### config.mk
export PLATFORM = sky130hd
export DESIGN_NAME = flowreg_fifo_flat
export DESIGN_NICKNAME = d
export VERILOG_FILES = /design/src/rtl/flowreg_pkg.sv /design/src/rtl/flowreg_fifo_if.sv /design/src/rtl/flowreg_store.sv /design/src/rtl/flowreg_fifo.sv /design/src/flat_wrapper.sv
export SDC_FILE = /design/constraint.sdc
export NUM_CORES = 1
export LEC_CHECK = 0
export CORE_MARGIN = 1
export CORE_UTILIZATION = 50
export DETAILED_ROUTE_END_ITERATION = 8
export PLACE_DENSITY = 0.77
export SYNTH_ARGS = -nofsm -noshare
export SYNTH_HDL_FRONTEND = slang
export SYNTH_SLANG_ARGS = --single-unit
### constraint.sdc
create_clock -name clk -period 4.5 [get_ports clk]
set_input_delay 0.45 -clock clk [delete_from_list [all_inputs] [get_ports clk]]
set_output_delay 0.45 -clock clk [all_outputs]
set_load 0.02 [all_outputs]
### src/rtl/flowreg_pkg.sv
// flowreg_pkg: definitions shared by the flowreg_* blocks.
//   cnt_w(depth) : width of an occupancy counter that holds 0..depth
//   hs_t         : handshake bundle {data, valid}. The data field is sized for the
//                  widest supported word; narrower users zero-extend into it.
package flowreg_pkg;

  localparam int HS_MAX_W = 64;

  typedef struct packed {
    logic [HS_MAX_W-1:0] data;
    logic                valid;
  } hs_t;

  function automatic int cnt_w(input int depth);
    return $clog2(depth + 1);
  endfunction

endpackage

### src/rtl/flowreg_fifo_if.sv
// flowreg_fifo_if: handshake bundle around an elastic buffer.
//   upstream   : d_u, v_u (to buffer), r_u (from buffer)
//   downstream : d_d, v_d (from buffer), r_d (to buffer)
//   control    : flush (to buffer), count (occupancy, from buffer)
// master = producer/consumer environment, slave = the buffer.
interface flowreg_fifo_if
  import flowreg_pkg::*;
#(
  parameter int W     = 8,
  parameter int DEPTH = 4
);
  localparam int CW = cnt_w(DEPTH);

  logic [W-1:0]  d_u;
  logic          v_u;
  logic          r_u;
  logic [W-1:0]  d_d;
  logic          v_d;
  logic          r_d;
  logic          flush;
  logic [CW-1:0] count;

  modport master (
    output d_u, v_u, r_d, flush,
    input  r_u, d_d, v_d, count
  );

  modport slave (
    input  d_u, v_u, r_d, flush,
    output r_u, d_d, v_d, count
  );

endinterface

### src/rtl/flowreg_store.sv
// flowreg_store: DEPTH x W register array for the elastic buffer.
//   clk_i     : clock
//   we_i      : write enable
//   waddr_i   : write address
//   wdata_i   : write data
//   raddr_i   : read address (asynchronous read)
//   rdata_o   : read data
// The array has no reset; validity is tracked by the owner's pointers/count.
module flowreg_store #(
  parameter int W     = 8,
  parameter int DEPTH = 4,
  parameter int AW    = $clog2(DEPTH)
) (
  input  logic          clk_i,
  input  logic          we_i,
  input  logic [AW-1:0] waddr_i,
  input  logic [W-1:0]  wdata_i,
  input  logic [AW-1:0] raddr_i,
  output logic [W-1:0]  rdata_o
);

  logic [DEPTH-1:0][W-1:0] mem_q;

  always_ff @(posedge clk_i) begin
    if (we_i) mem_q[waddr_i] <= wdata_i;
  end

  assign rdata_o = mem_q[raddr_i];

endmodule

### src/rtl/flowreg_fifo.sv
// flowreg_fifo: DEPTH-entry elastic buffer with valid/ready on both sides,
// occupancy output and synchronous flush. One transfer per cycle per side,
// one cycle of latency (no empty bypass).
//   clk : clock
//   rst : synchronous active-high reset
//   bus : flowreg_fifo_if.slave (d_u/v_u/r_u, d_d/v_d/r_d, flush, count)
// Both r_u and v_d come from registered state plus rst/flush, so there is no
// combinational path r_d -> r_u or v_u -> v_d.
module flowreg_fifo
  import flowreg_pkg::*;
#(
  parameter int W     = 8,
  parameter int DEPTH = 4
) (
  input  logic           clk,
  input  logic           rst,
  flowreg_fifo_if.slave  bus
);

  localparam int AW = $clog2(DEPTH);
  localparam int CW = cnt_w(DEPTH);

  if (DEPTH < 2 || (DEPTH & (DEPTH - 1)) != 0) begin : g_bad_depth
    $error("flowreg_fifo: DEPTH must be a power of two >= 2");
  end
  if (W < 1 || W > HS_MAX_W) begin : g_bad_width
    $error("flowreg_fifo: W out of range for hs_t");
  end

  logic [AW-1:0] wr_ptr_q, wr_ptr_d;
  logic [AW-1:0] rd_ptr_q, rd_ptr_d;
  logic [CW-1:0] count_q, count_d;
  logic          full, empty, r_u, v_d, push, pop;
  logic [W-1:0]  rdata;
  hs_t           up_s;
  logic          unused_hs;

  assign up_s      = '{data: HS_MAX_W'(bus.d_u), valid: bus.v_u};
  // Bits above W are zero padding of the shared bundle.
  assign unused_hs = ^up_s.data;

  assign full  = (count_q == CW'(DEPTH));
  assign empty = (count_q == '0);

  // Full blocks a push even if a pop happens on the same edge; r_u recovers
  // the cycle after the pop.
  assign r_u  = !rst && !bus.flush && !full;
  assign v_d  = !empty;
  assign push = up_s.valid && r_u;
  assign pop  = v_d && bus.r_d;

  always_comb begin
    wr_ptr_d = wr_ptr_q;
    rd_ptr_d = rd_ptr_q;
    count_d  = count_q;
    if (bus.flush) begin
      // Any pop on a flush edge is discarded along with the contents.
      wr_ptr_d = '0;
      rd_ptr_d = '0;
      count_d  = '0;
    end else begin
      if (push) wr_ptr_d = wr_ptr_q + AW'(1);
      if (pop)  rd_ptr_d = rd_ptr_q + AW'(1);
      case ({push, pop})
        2'b10:   count_d = count_q + CW'(1);
        2'b01:   count_d = count_q - CW'(1);
        default: count_d = count_q;
      endcase
    end
  end

  always_ff @(posedge clk) begin
    if (rst) begin
      wr_ptr_q <= '0;
      rd_ptr_q <= '0;
      count_q  <= '0;
    end else begin
      wr_ptr_q <= wr_ptr_d;
      rd_ptr_q <= rd_ptr_d;
      count_q  <= count_d;
    end
  end

  flowreg_store #(.W(W), .DEPTH(DEPTH), .AW(AW)) u_store (
    .clk_i   (clk),
    .we_i    (push),
    .waddr_i (wr_ptr_q),
    .wdata_i (up_s.data[W-1:0]),
    .raddr_i (rd_ptr_q),
    .rdata_o (rdata)
  );

  assign bus.r_u   = r_u;
  assign bus.v_d   = v_d;
  assign bus.d_d   = rdata;
  assign bus.count = count_q;

  a_no_overflow: assert property (@(posedge clk) disable iff (rst)
    !(push && full));
  a_no_underflow: assert property (@(posedge clk) disable iff (rst)
    !(pop && empty));

endmodule

### src/flat_wrapper.sv
// flat-port wrapper written by rule: the top's interface ports become plain ports
module flowreg_fifo_flat import flowreg_pkg::*;
#(
  parameter int W     = 8,
  parameter int DEPTH = 4
)
  (clk, rst, bus_d_u, bus_v_u, bus_r_d, bus_flush, bus_r_u, bus_d_d, bus_v_d, bus_count);
  flowreg_fifo_if #(.W(W), .DEPTH(DEPTH)) bus_i ();
  input  logic clk;
  input  logic rst;
  input wire logic [$bits(bus_i.d_u)-1:0] bus_d_u;
  input wire logic [$bits(bus_i.v_u)-1:0] bus_v_u;
  input wire logic [$bits(bus_i.r_d)-1:0] bus_r_d;
  input wire logic [$bits(bus_i.flush)-1:0] bus_flush;
  output wire logic [$bits(bus_i.r_u)-1:0] bus_r_u;
  output wire logic [$bits(bus_i.d_d)-1:0] bus_d_d;
  output wire logic [$bits(bus_i.v_d)-1:0] bus_v_d;
  output wire logic [$bits(bus_i.count)-1:0] bus_count;
  assign bus_i.d_u = bus_d_u;
  assign bus_i.v_u = bus_v_u;
  assign bus_i.r_d = bus_r_d;
  assign bus_i.flush = bus_flush;
  assign bus_r_u = bus_i.r_u;
  assign bus_d_d = bus_i.d_d;
  assign bus_v_d = bus_i.v_d;
  assign bus_count = bus_i.count;
  flowreg_fifo #(.W(W), .DEPTH(DEPTH)) u_core (.clk(clk), .rst(rst), .bus(bus_i));
endmodule
After elaboration in Yosys (flattened, before gate mapping)
Cells that the tools add are included.
- equality and inequality tests: 3
- reduce and logical (&&, ||, !) cells: 12
- $lt $le $gt $ge: 3
- multiplexer cells: 6
- add/sub/neg operators: 4
- operators with widths (cell ; number):
    $bwmux W32 ; 1
    $bmux W8 S2 ; 1
    $demux W8 S2 ; 1
    $mux W8 ; 2
    $lt A2 B3 Y1 const B ; 2
    $pmux W3 S2 ; 1
    $logic_and A1 B1 Y1 ; 5
    $add A2 B1 Y2 const B ; 2
    $logic_not A1 Y1 ; 4
    $add A3 B1 Y3 const B ; 1
    $eq A3 B3 Y1 const B ; 1
    $logic_not A3 Y1 ; 1
    $sub A3 B1 Y3 const B ; 1
    $eq A2 B1 Y1 const B ; 1
    $eq A2 B2 Y1 const B ; 1
    $ge A2 B1 Y1 const B ; 1
    $reduce_bool A2 Y1 ; 1
    $reduce_or A2 Y1 ; 1
- bits in registers: 39
- output and inout port bits: 13
- word-level logic and storage cells: 35
- input bits: 13

Depth between registers and ports, before layout
Gate-level depths: netlist (run 1).
- depth after elaboration: 6
- gate-level depth with buffers: 10
- gate-level depth less buffers: 9

Hierarchy
A second synthesis (run 1) with hierarchy kept.
- cell total of the unflattened synthesis: 88
- area, all modules: 1560.2 um2
- modules (own cells, without submodules) (module ; seq. area each (um2) ; area an instance (um2) ; instances ; cells each):
    flowreg_store ; 960.9 ; 1188.6 ; 1 ; 46
    flowreg_fifo ; 140.1 ; 371.6 ; 1 ; 42

Worst setup path before layout (run 1)
Ideal clock, no wire load.
- kind: flip-flop to flip-flop
- start point: register u_core.count_q[2], in the netlist u_core.bus.count[2]
- end point: register u_core.count_q[2], in the netlist u_core.bus.count[2]
- library setup time: 70 ps
- required time: 4430 ps
- cell stages (with the launch flop): 11
- buffers on the path: 1
- setup slack: 1999 ps
- arrival time: 2431 ps
- period minus slack after synthesis: 2501 ps
- cells stage by stage: dfxtp_1 or3b_1 and3_1 buf_6 inv_1 ha_1 inv_1 fa_1 xor2_1 or3_2 a21oi_1
- cells in the longest elaborated chain, start to end: 6
- elaborated cells on any way between the ends: 13
- classes of those cells: 2 x add/sub; 3 x eq/ne; 1 x mux; 7 x reduce/logical
- RTL lines (what ; RTL line ; RTL):
    from (decl) ; flowreg_fifo.sv:32 ; logic [CW-1:0] count_q, count_d;
    from (signal assigned) ; flowreg_fifo.sv:80 ; count_q <= count_d;
    $eq A3 B3 Y1 ; flowreg_fifo.sv:42 ; assign full = (count_q == CW'(DEPTH));
    $logic_not A1 Y1 ; flowreg_fifo.sv:47 ; assign r_u = !rst && !bus.flush && !full;
    $logic_and A1 B1 Y1 ; flowreg_fifo.sv:47 ;
    $logic_and A1 B1 Y1 ; flowreg_fifo.sv:49 ; assign push = up_s.valid && r_u;
    $eq A2 B1 Y1 / $eq A2 B2 Y1 (equally long branches) ; flowreg_fifo.sv:64 ; case ({push, pop})
    $pmux W3 S2 / $reduce_bool A2 Y1 (equally long branches) ; - ;
Several ways; a longest one is shown, not always the timed one.
A chain may end at the register's enable or synchronous reset.

Worst setup path after layout (run 1)
- start point: register u_core.rd_ptr_q[0]
- end point: output bus_d_d[7]
- cells in the longest elaborated chain, start to end: 2
- RTL lines (what ; RTL line ; RTL):
    from (decl) ; flowreg_fifo.sv:31 ; logic [AW-1:0] rd_ptr_q, rd_ptr_d;
    from (signal assigned) ; flowreg_fifo.sv:79 ; rd_ptr_q <= rd_ptr_d;
    $bmux W8 S2 ; flowreg_store.sv:28 ; assign rdata_o = mem_q[raddr_i];
    $mux W8 (implied by the code) ; flowreg_store.sv:28 ;
    to (decl) ; flat_wrapper.sv:16 ; output wire logic [$bits(bus_i.d_d)-1:0] bus_d_d;
Every way passes these cells. The select of a mux whose other input is x is not followed.

==> results list, run 1 <==
- The run finished with clean final reports.
* CTS hold repair buffers: 0
* Violation count after the first detailed-routing iteration: 21
- For this block, the via count after detailed routing is 838.
- The analysis attributes to cell leakage a power of approximately 0.63 nW.
- The count of final hold-check violations was 0.
- The floorplan step defined a core boundary enclosing around 3100 µm².
- TritonCTS built the clock tree.
* Proportion of synthesized chip area in sequential cells: 0.6880
- In this run the core area contains 20 standard-cell rows.
* Mean routed wirelength per cell: around 15 µm
- Syn Nets: ~110
* Largest net degree at the start of global routing: 12
- The clock reaches the later pin of the worst-skew pair after around 330 ps.
- Summing all flip-flop and latch instances after layout gives about 1100 µm².
* Multi-input logic area: 452.9 µm²
- CTS sink cnt: 39
- Detailed placement ended at an HPWL of 1726 µm.
- In this run, CTS created clock tree buffers numbering 5.
- The number of antenna violations at the first check in global routing is 0.
- Worst slack at placement: roughly 1800 ps
* Via density per instance: 5.048
- In this run the deepest clock path goes through 2 buffers.
* Number of warnings reported in the yosys synthesis log: 0
* Total negative slack for setup checks: 0 ps
* Endpoint class of the critical path: output port
- 26 I/O pins were placed.
- Mapped Area: between 1500 and 2000 µm²
* Global-route total usage across every layer: 0.1691
- The number of antenna diodes in the final layout is 0.
- After filler insertion, the fill cell instance count of the layout stands at 239.
* Die Area: approximately 3400 µm²
- After clock tree synthesis, the clock-pin slew on the worst setup and hold paths is approximately 110 ps.
* Floorplan die width: 58.58 µm
- Power density over the cells: around 320 nW/µm²
- In this run the tool buffered the top-level ports with 25 buffer cells.
- Synthesis-to-finish area growth: 21.50%
- STA classifies the critical path startpoint as a flop.
- Number of different library cells in the post-synthesis netlist: 24
- Wires add up to 2436 µm.
- Unrepaired setup endpoints after global routing: no
- Critical path start-end classification: reg2out
- The H-tree was split into 2 levels.
- The number of slew-limit violations in the final report was 0.
- For this run, the detailed router's first-pass iteration total came to 2.
- The smallest clock period supported by the final layout is computed as between 2000 and 3000 ps.
* Layout cell share with drive strength beyond 1: 0.1721
- The tool flagged a number of max-cap violations equal to 0.
* Max_slew headroom: 0.5744
* Highest clock frequency the design can meet: 0.3738 GHz
* Resize count post-CTS: 0
* Vias in the first global route: 818
- Hold WC Path Type: reg2reg
* Die Ht: a little under 60 µm
- Per-instance average area after synthesis: around 17 µm²
- Maximum resistive drop on vdd: around 0.17 mV
- The cell sitting at the root of the clock tree is a sky130_fd_sc_hd__clkbuf_4.
- Final ANT Viol Nets: 0
* Register bit count reported by yosys: 39
- Crit-path max FO: 10
- Data arrival time of the critical path: 2230 ps
- Final #Nets: between 100 and 150
* Worst Tran Pin Value: approximately 640 ps
- For the worst setup path, the data required time is 4050 ps.
* Effective utilization at floorplan: 0.5242
* Remaining design rule violation count: 0
- The cell count after synthesis came out at approximately 90.
- Once the clock tree was built, the setup fixing pass inserted 0 buffers.
- Post-route setup slack: 1825 ps
- Of the available clock period, the critical path in the final layout requires 0.5945.
- Across the routed clock network, the largest skew measured is around 3.0 ps.
* Global-route wire length before repair: 3946 µm
- Setup violations remaining at the end of the flow were counted as 0.
- Total overflow reported by the global router: 0
* Weighted congestion at the end of routability-driven global placement: about 0.68
[cells in the final DEF, fill, tap and decap left out, drive strengths merged, types with 3 or more instances in the layout]
cell / synthesis / final
clkbuf: 1 / 7
inv: 7 / 7
and2: 5 / 5
mux4: 8 / 8
xor2: 3 / 3
edfxtp: 32 / 32
nor2: 6 / 6
clkdlybuf4s50: 0 / 25
dfxtp: 7 / 7
ha: 5 / 5
[worst max-delay path: stages, from the launching register on]
cell and delay [ps]:
sky130_fd_sc_hd__dfxtp_1 740, sky130_fd_sc_hd__mux4_2 590, sky130_fd_sc_hd__clkdlybuf4s50_1 550
[Yosys cell counts]
cell type                   n  share of area
sky130_fd_sc_hd__o31a_2     1         0.0063
sky130_fd_sc_hd__buf_6      1         0.0070
sky130_fd_sc_hd__o311ai_0   1         0.0055
sky130_fd_sc_hd__a21oi_1    2         0.0063
sky130_fd_sc_hd__inv_1      7          0.016
sky130_fd_sc_hd__and2_1     2         0.0078
sky130_fd_sc_hd__or3_2      2         0.0094
sky130_fd_sc_hd__edfxtp_1  32           0.60
sky130_fd_sc_hd__xor2_1     3          0.016
sky130_fd_sc_hd__fa_1       1          0.013
sky130_fd_sc_hd__nand2_1    2         0.0047
sky130_fd_sc_hd__mux2i_1    2          0.013
sky130_fd_sc_hd__or2_2      1         0.0039
sky130_fd_sc_hd__mux4_2     8           0.11
sky130_fd_sc_hd__clkbuf_1   1         0.0023
sky130_fd_sc_hd__xnor2_1    1         0.0055
sky130_fd_sc_hd__and3_1     1         0.0039
sky130_fd_sc_hd__and2_2     3          0.014
sky130_fd_sc_hd__dfxtp_1    7          0.088
sky130_fd_sc_hd__buf_2      1         0.0031
sky130_fd_sc_hd__ha_1       5          0.039
sky130_fd_sc_hd__nor2_1     6          0.014
sky130_fd_sc_hd__o21ai_0    1         0.0031
sky130_fd_sc_hd__or3b_1     1         0.0055
[registers in the layout, summed over array words and instances, names as in the netlist]
register	count
u_core.bus.count	3
u_core.wr_ptr_q	2
u_core.rd_ptr_q	2
u_core.u_store.mem_q	32
[through the flow]
stage / util / std cells / instance area (µm²) / power, W / hold WS, ps
floorplan: - / 92 / 1600 / 0.0004218 / 467.7
global placement: 0.6176 / 158 / 1886 / 0.0004422 / 503.2
detailed placement: 0.6176 / 158 / 1886 / 0.0004442 / 511.1
CTS: 0.6369 / 166 / 1944 / 0.0006216 / 527.8
global route: 0.6369 / 166 / 1944 / 0.0006428 / 574.2
finish: 0.6369 / 166 / 1944 / 0.0006133 / 523.8
[logic make-up after synthesis]
logic type      synth area share
flops                     0.6880
simple gates             0.06333
mux                       0.1251
fa+ha+maj                0.05160
xor+xnor                 0.02190
buf+inv                  0.02893
compound gates           0.02111
[per-layer routing]
metal	track usage	part of all wire	up-vias	wire length, µm
met1	0.2073	0.43	413	1040
li1	-	-	401	-
met3	0.07033	0.050	6	122
met2	0.2611	0.50	18	1226
met4	0.08163	0.019	0	46
met5	0	0	-	0
[report_power, final]
group | internal [W] | switching [W]
clock | 0.0000750 | 0.000103
sequential | 0.000394 | 0.00000252
combinational | 0.0000215 | 0.0000173
total | 0.000490 | 0.000123
[cell type report]
type                       instances  area share
sequential                        39      0.5663
timing repair buffer              25      0.1287
inverter                           7     0.01351
multi-input combinational         43      0.2329
tap                               44     0.02831
clock inverter                     1    0.001931
clock buffer                       7     0.02831
[final timing paths]
kind                        from                   to  slack [ps]  cells past startpoint
max reg2reg  u_core.bus.count[2]  u_core.bus.count[2]        1970                      9
min           u_core.wr_ptr_q[1]   u_core.wr_ptr_q[1]         520                      2
min reg2reg   u_core.wr_ptr_q[1]   u_core.wr_ptr_q[1]         520                      2
max           u_core.rd_ptr_q[0]           bus_d_d[7]        1820                      2
(Power assumes the default switching activity.)
==> inputs of run 2 (changes only) <==
- CORE_UTILIZATION: 50 -> 47
- PLACE_DENSITY: 0.77 -> 0.76
- clock period: 4.5 -> 2.3 ns (I/O delays scaled with it)
==> run 2 against run 1 <==
Against the previous run:
- cell count grew 3.0%
- global-route usage shrank 0.88 points
- hold slack lost 2.0 ps
- worst setup slack lost 1700 ps
- total power grew 92%
- sequential cell count is the same
- count of clock-buffer cells in the layout is the same
- clock power grew 80%
- sequential power grew 94%
- clock skew grew 3.7 ps
- via count grew 4.2%
- die area grew 6.2%
- critical path type is now reg2reg
- largest power group unchanged
==> results list, run 2 (synthesized netlist as in run 1, its figures left out) <==
* Die Ht: 60.35 µm (+3.0%)
* Combined flip-flop and latch cell area: 1112 µm² (+1.0%)
* Mean routed wirelength per cell: 15.01 µm (+2.3%)
- The maximum vdd ir drop came to 0.3392 mV (+98%).
- Number of buffers created by CTS: 5 (unchanged)
- The core outline area is 3153 µm² (+3.3%).
- The required time at the worst-slack endpoint was 2560 ps (-1490 ps).
* Total number of H-tree levels: 2 (unchanged)
- Data arrival time of the critical path: 2470 ps (+240 ps)
* Maximum clock insertion buffer count: 2 (unchanged)
- Global-route wire length before repair: 3870 µm (-1.9%)
* Tcrit/Tclk final: 0.9628
- Slew Viols, Final: 0 (unchanged)
- Reported max-cap violation count: 0 (unchanged)
* Unrepaired setup endpoints after global routing: no
* Switching power total: 0.0002411 W (+96%)
- Effective utilization at floorplan: 0.5075 (-0.01664)
- Total via count in the routed design: 873 (+4.2%)
- The power density over cell area is 584.6 nW/µm² (+85%).
- The fill cell instance count of the final layout is 261 (+9.2%).
- Clock-pin slew of the registers on the worst-case setup and hold paths: 110 ps (about the same)
- Leakage Power: 0.6519 nW (+4.2%)
- Final Hold Vio Count: 0 (unchanged)
- Total overflow reported by the global router: 0 (unchanged)
* Violation count after the first detailed-routing iteration: 13 (-38%)
- The flow ran to the end, and the final reports show no timing, DRC or antenna violations.
* Sequential share of power: 0.657 (+0.010)
* Flip-flop count of the largest register, all copies and words added: 32 (unchanged)
- The number of hold buffers added after CTS is 0 (unchanged).
- Worst Tran Pin Value: 505.5 ps (-132.0 ps)
- The row count came to 20 (unchanged).
- More flip-flops sit in one register than any other, and that register is u_core.u_store.mem_q.
- Shortest period the worst path allows: ~2200 ps
* Global-route total usage across every layer: 0.1603 (-0.008773)
- The fraction of layout instances using a drive strength above 1 was 0.2677 (+0.09559).
- Internal power summed over all cells: 0.0009344 W (+91%)
- Proportion of power drawn by the clock network: 0.272 (-0.018)
- Highest clock frequency the design can meet: between 0.4 and 0.5 GHz
* Total negative slack for setup checks: 0 ps (unchanged)
* Worst clock skew: 6.617 ps (+3.660 ps)
- Total routed wirelength: 2566 µm (+5.3%)
* Ordered list of cells on the worst path: or3b_1 -> and3_4 -> inv_4 -> ha_4 -> inv_2 -> fa_2 -> xor2_1 -> or3_4 -> a21oi_1
- Final ANT Viol Nets: 0 (unchanged)
- The final RePlAce weighted congestion was 0.6994 (+2.2%).
* Cell at the root of the clock tree: sky130_fd_sc_hd__clkbuf_4
- Final setup viols: 0 (unchanged)
- Max_slew headroom: 0.6625 (+0.08815)
- Library cell contributing the largest single delay on the critical path: sky130_fd_sc_hd__or3b_1
- The final antenna diode count came to 0 (unchanged).
- Critical path start-end classification: reg2reg
- The number of buffer and inverter instances along the worst setup path came to 2 (+1).
- Via density per instance: 5.105 (+1.1%)
- Synthesis-to-finish area growth: 25.65%
* Delay of the slowest cell on the worst path: 410 ps (-330 ps)
* Remaining design rule violation count: 0 (unchanged)
- The total half-perimeter wirelength after legalization and detailed placement is 1836 µm (+6.4%).
* Proportion of power drawn by combinational gates: 0.071 (+0.008)
- The source-to-sink clock delay at the later pin of the worst-skew pair was 330 ps (about the same).
- Port-buffer cells: 25 (unchanged)
* Cell class contributing the biggest share of worst-path delay: simple AND/OR/NAND/NOR gates
- The path class of the tightest hold or removal check is reg2reg.
- Endpoint class of the critical path: flop
- The maximum number of pins on one net before global-route repair came to 12 (unchanged).
* Crit-path max FO: 7 (-3)
* Total power: 0.001175 W (+92%)
* Switching Share: 0.2051 (+0.004761)
- Crit start category: flop
- TritonCTS built the clock tree.
- Antenna violations before repair: 0 (unchanged)
- The count of nets after finishing was 145 (+3.6%).
- The clock sink count came to 39 (unchanged).
- Vias in the first global route: 869 (+6.2%)
* Floorplan die width: 60.35 µm (+3.0%)
- The footprint of the multi-input gates came to 476.7 µm² (+5.2%).
- The floorplan die area is 3642 µm² (+6.2%).
- Num ports: 26 (unchanged)
* Most frequent cells in the layout: sky130_fd_sc_hd__edfxtp_1 (32), sky130_fd_sc_hd__clkdlybuf4s50_1 (25), sky130_fd_sc_hd__mux4_2 (8)
* Most frequent standard cell in the layout excluding fill and tap cells: sky130_fd_sc_hd__edfxtp_1
- The length of the first detailed-routing pass in iterations came to 4 (+2).
==> run 2: changes by cell type in the layout (fill, tap and decap cells not counted), sizes merged <==
cell / previous run / this run
buf: 0 / 5
==> run 2: layer usage <==
layer	GRT usage	share of wire
met5	0	0
met3	0.04051	0.044
met1	0.1758	0.39
met2	0.2810	0.55
met4	0.09302	0.016
==> run 2: worst paths after layout <==
check / slack, ps / to / startpoint / cells past startpoint
max reg2reg: 90 / u_core.bus.count[2] / u_core.bus.count[1] / 9
min: 520 / u_core.wr_ptr_q[0] / u_core.wr_ptr_q[0] / 2
max: 90 / u_core.bus.count[2] / u_core.bus.count[1] / 9
min reg2reg: 520 / u_core.wr_ptr_q[0] / u_core.wr_ptr_q[0] / 2
==> run 2: repair_timing <==
item | 4_1_cts | 5_1_grt
gates resized for setup | 0 | 1
setup buffers | 0 | 0
endpoints found under the setup margin | 0 | 1
hold endpoints to repair | 0 | 0
==> run 2: cell type report <==
cell class                 instances  area share
inverter                           7     0.01431
multi-input combinational         43      0.2371
timing repair buffer              30      0.1431
clock buffer                       7     0.02240
tap                               44     0.02738
sequential                        39      0.5532
clock inverter                     1    0.002489
==> run 2: worst register-to-register path: cells and delay by family, from the launching register on <==
| kind | cells | cell delay [ps] |
|---|---|---|
| compound gates | 1 | 110 |
| flops | 1 | 380 |
| fa+ha+maj | 2 | 470 |
| simple gates | 3 | 910 |
| buf+inv | 2 | 90 |
| xor+xnor | 1 | 180 |
==> run 2: metrics by stage <==
stage / hold slack [ps] / instance area (µm²) / utilization / std cells / setup WS, ps
finish: 521.8 / 2011 / 0.6377 / 171 / 85.63
global route: 519.0 / 2011 / 0.6377 / 171 / 24.96
CTS: 521.3 / 2006 / 0.6361 / 171 / 62.99
detailed placement: 513.3 / 1956 / 0.6202 / 163 / 33.98
global placement: 494.3 / 1956 / 0.6202 / 163 / 91.86
floorplan: 328.9 / 1633 / - / 92 / 78.81
==> run 2: power groups by stage <==
stage	sequential [W]	clock, W	combinational, W
3_5_place_dp	0.000788	0	0.0000841
5_1_grt	0.000773	0.000353	0.0000905
4_1_cts	0.000772	0.000330	0.0000843
2_1_floorplan	0.000788	0	0.0000367
3_3_place_gp	0.000788	0	0.0000808
6_report	0.000772	0.000320	0.0000836
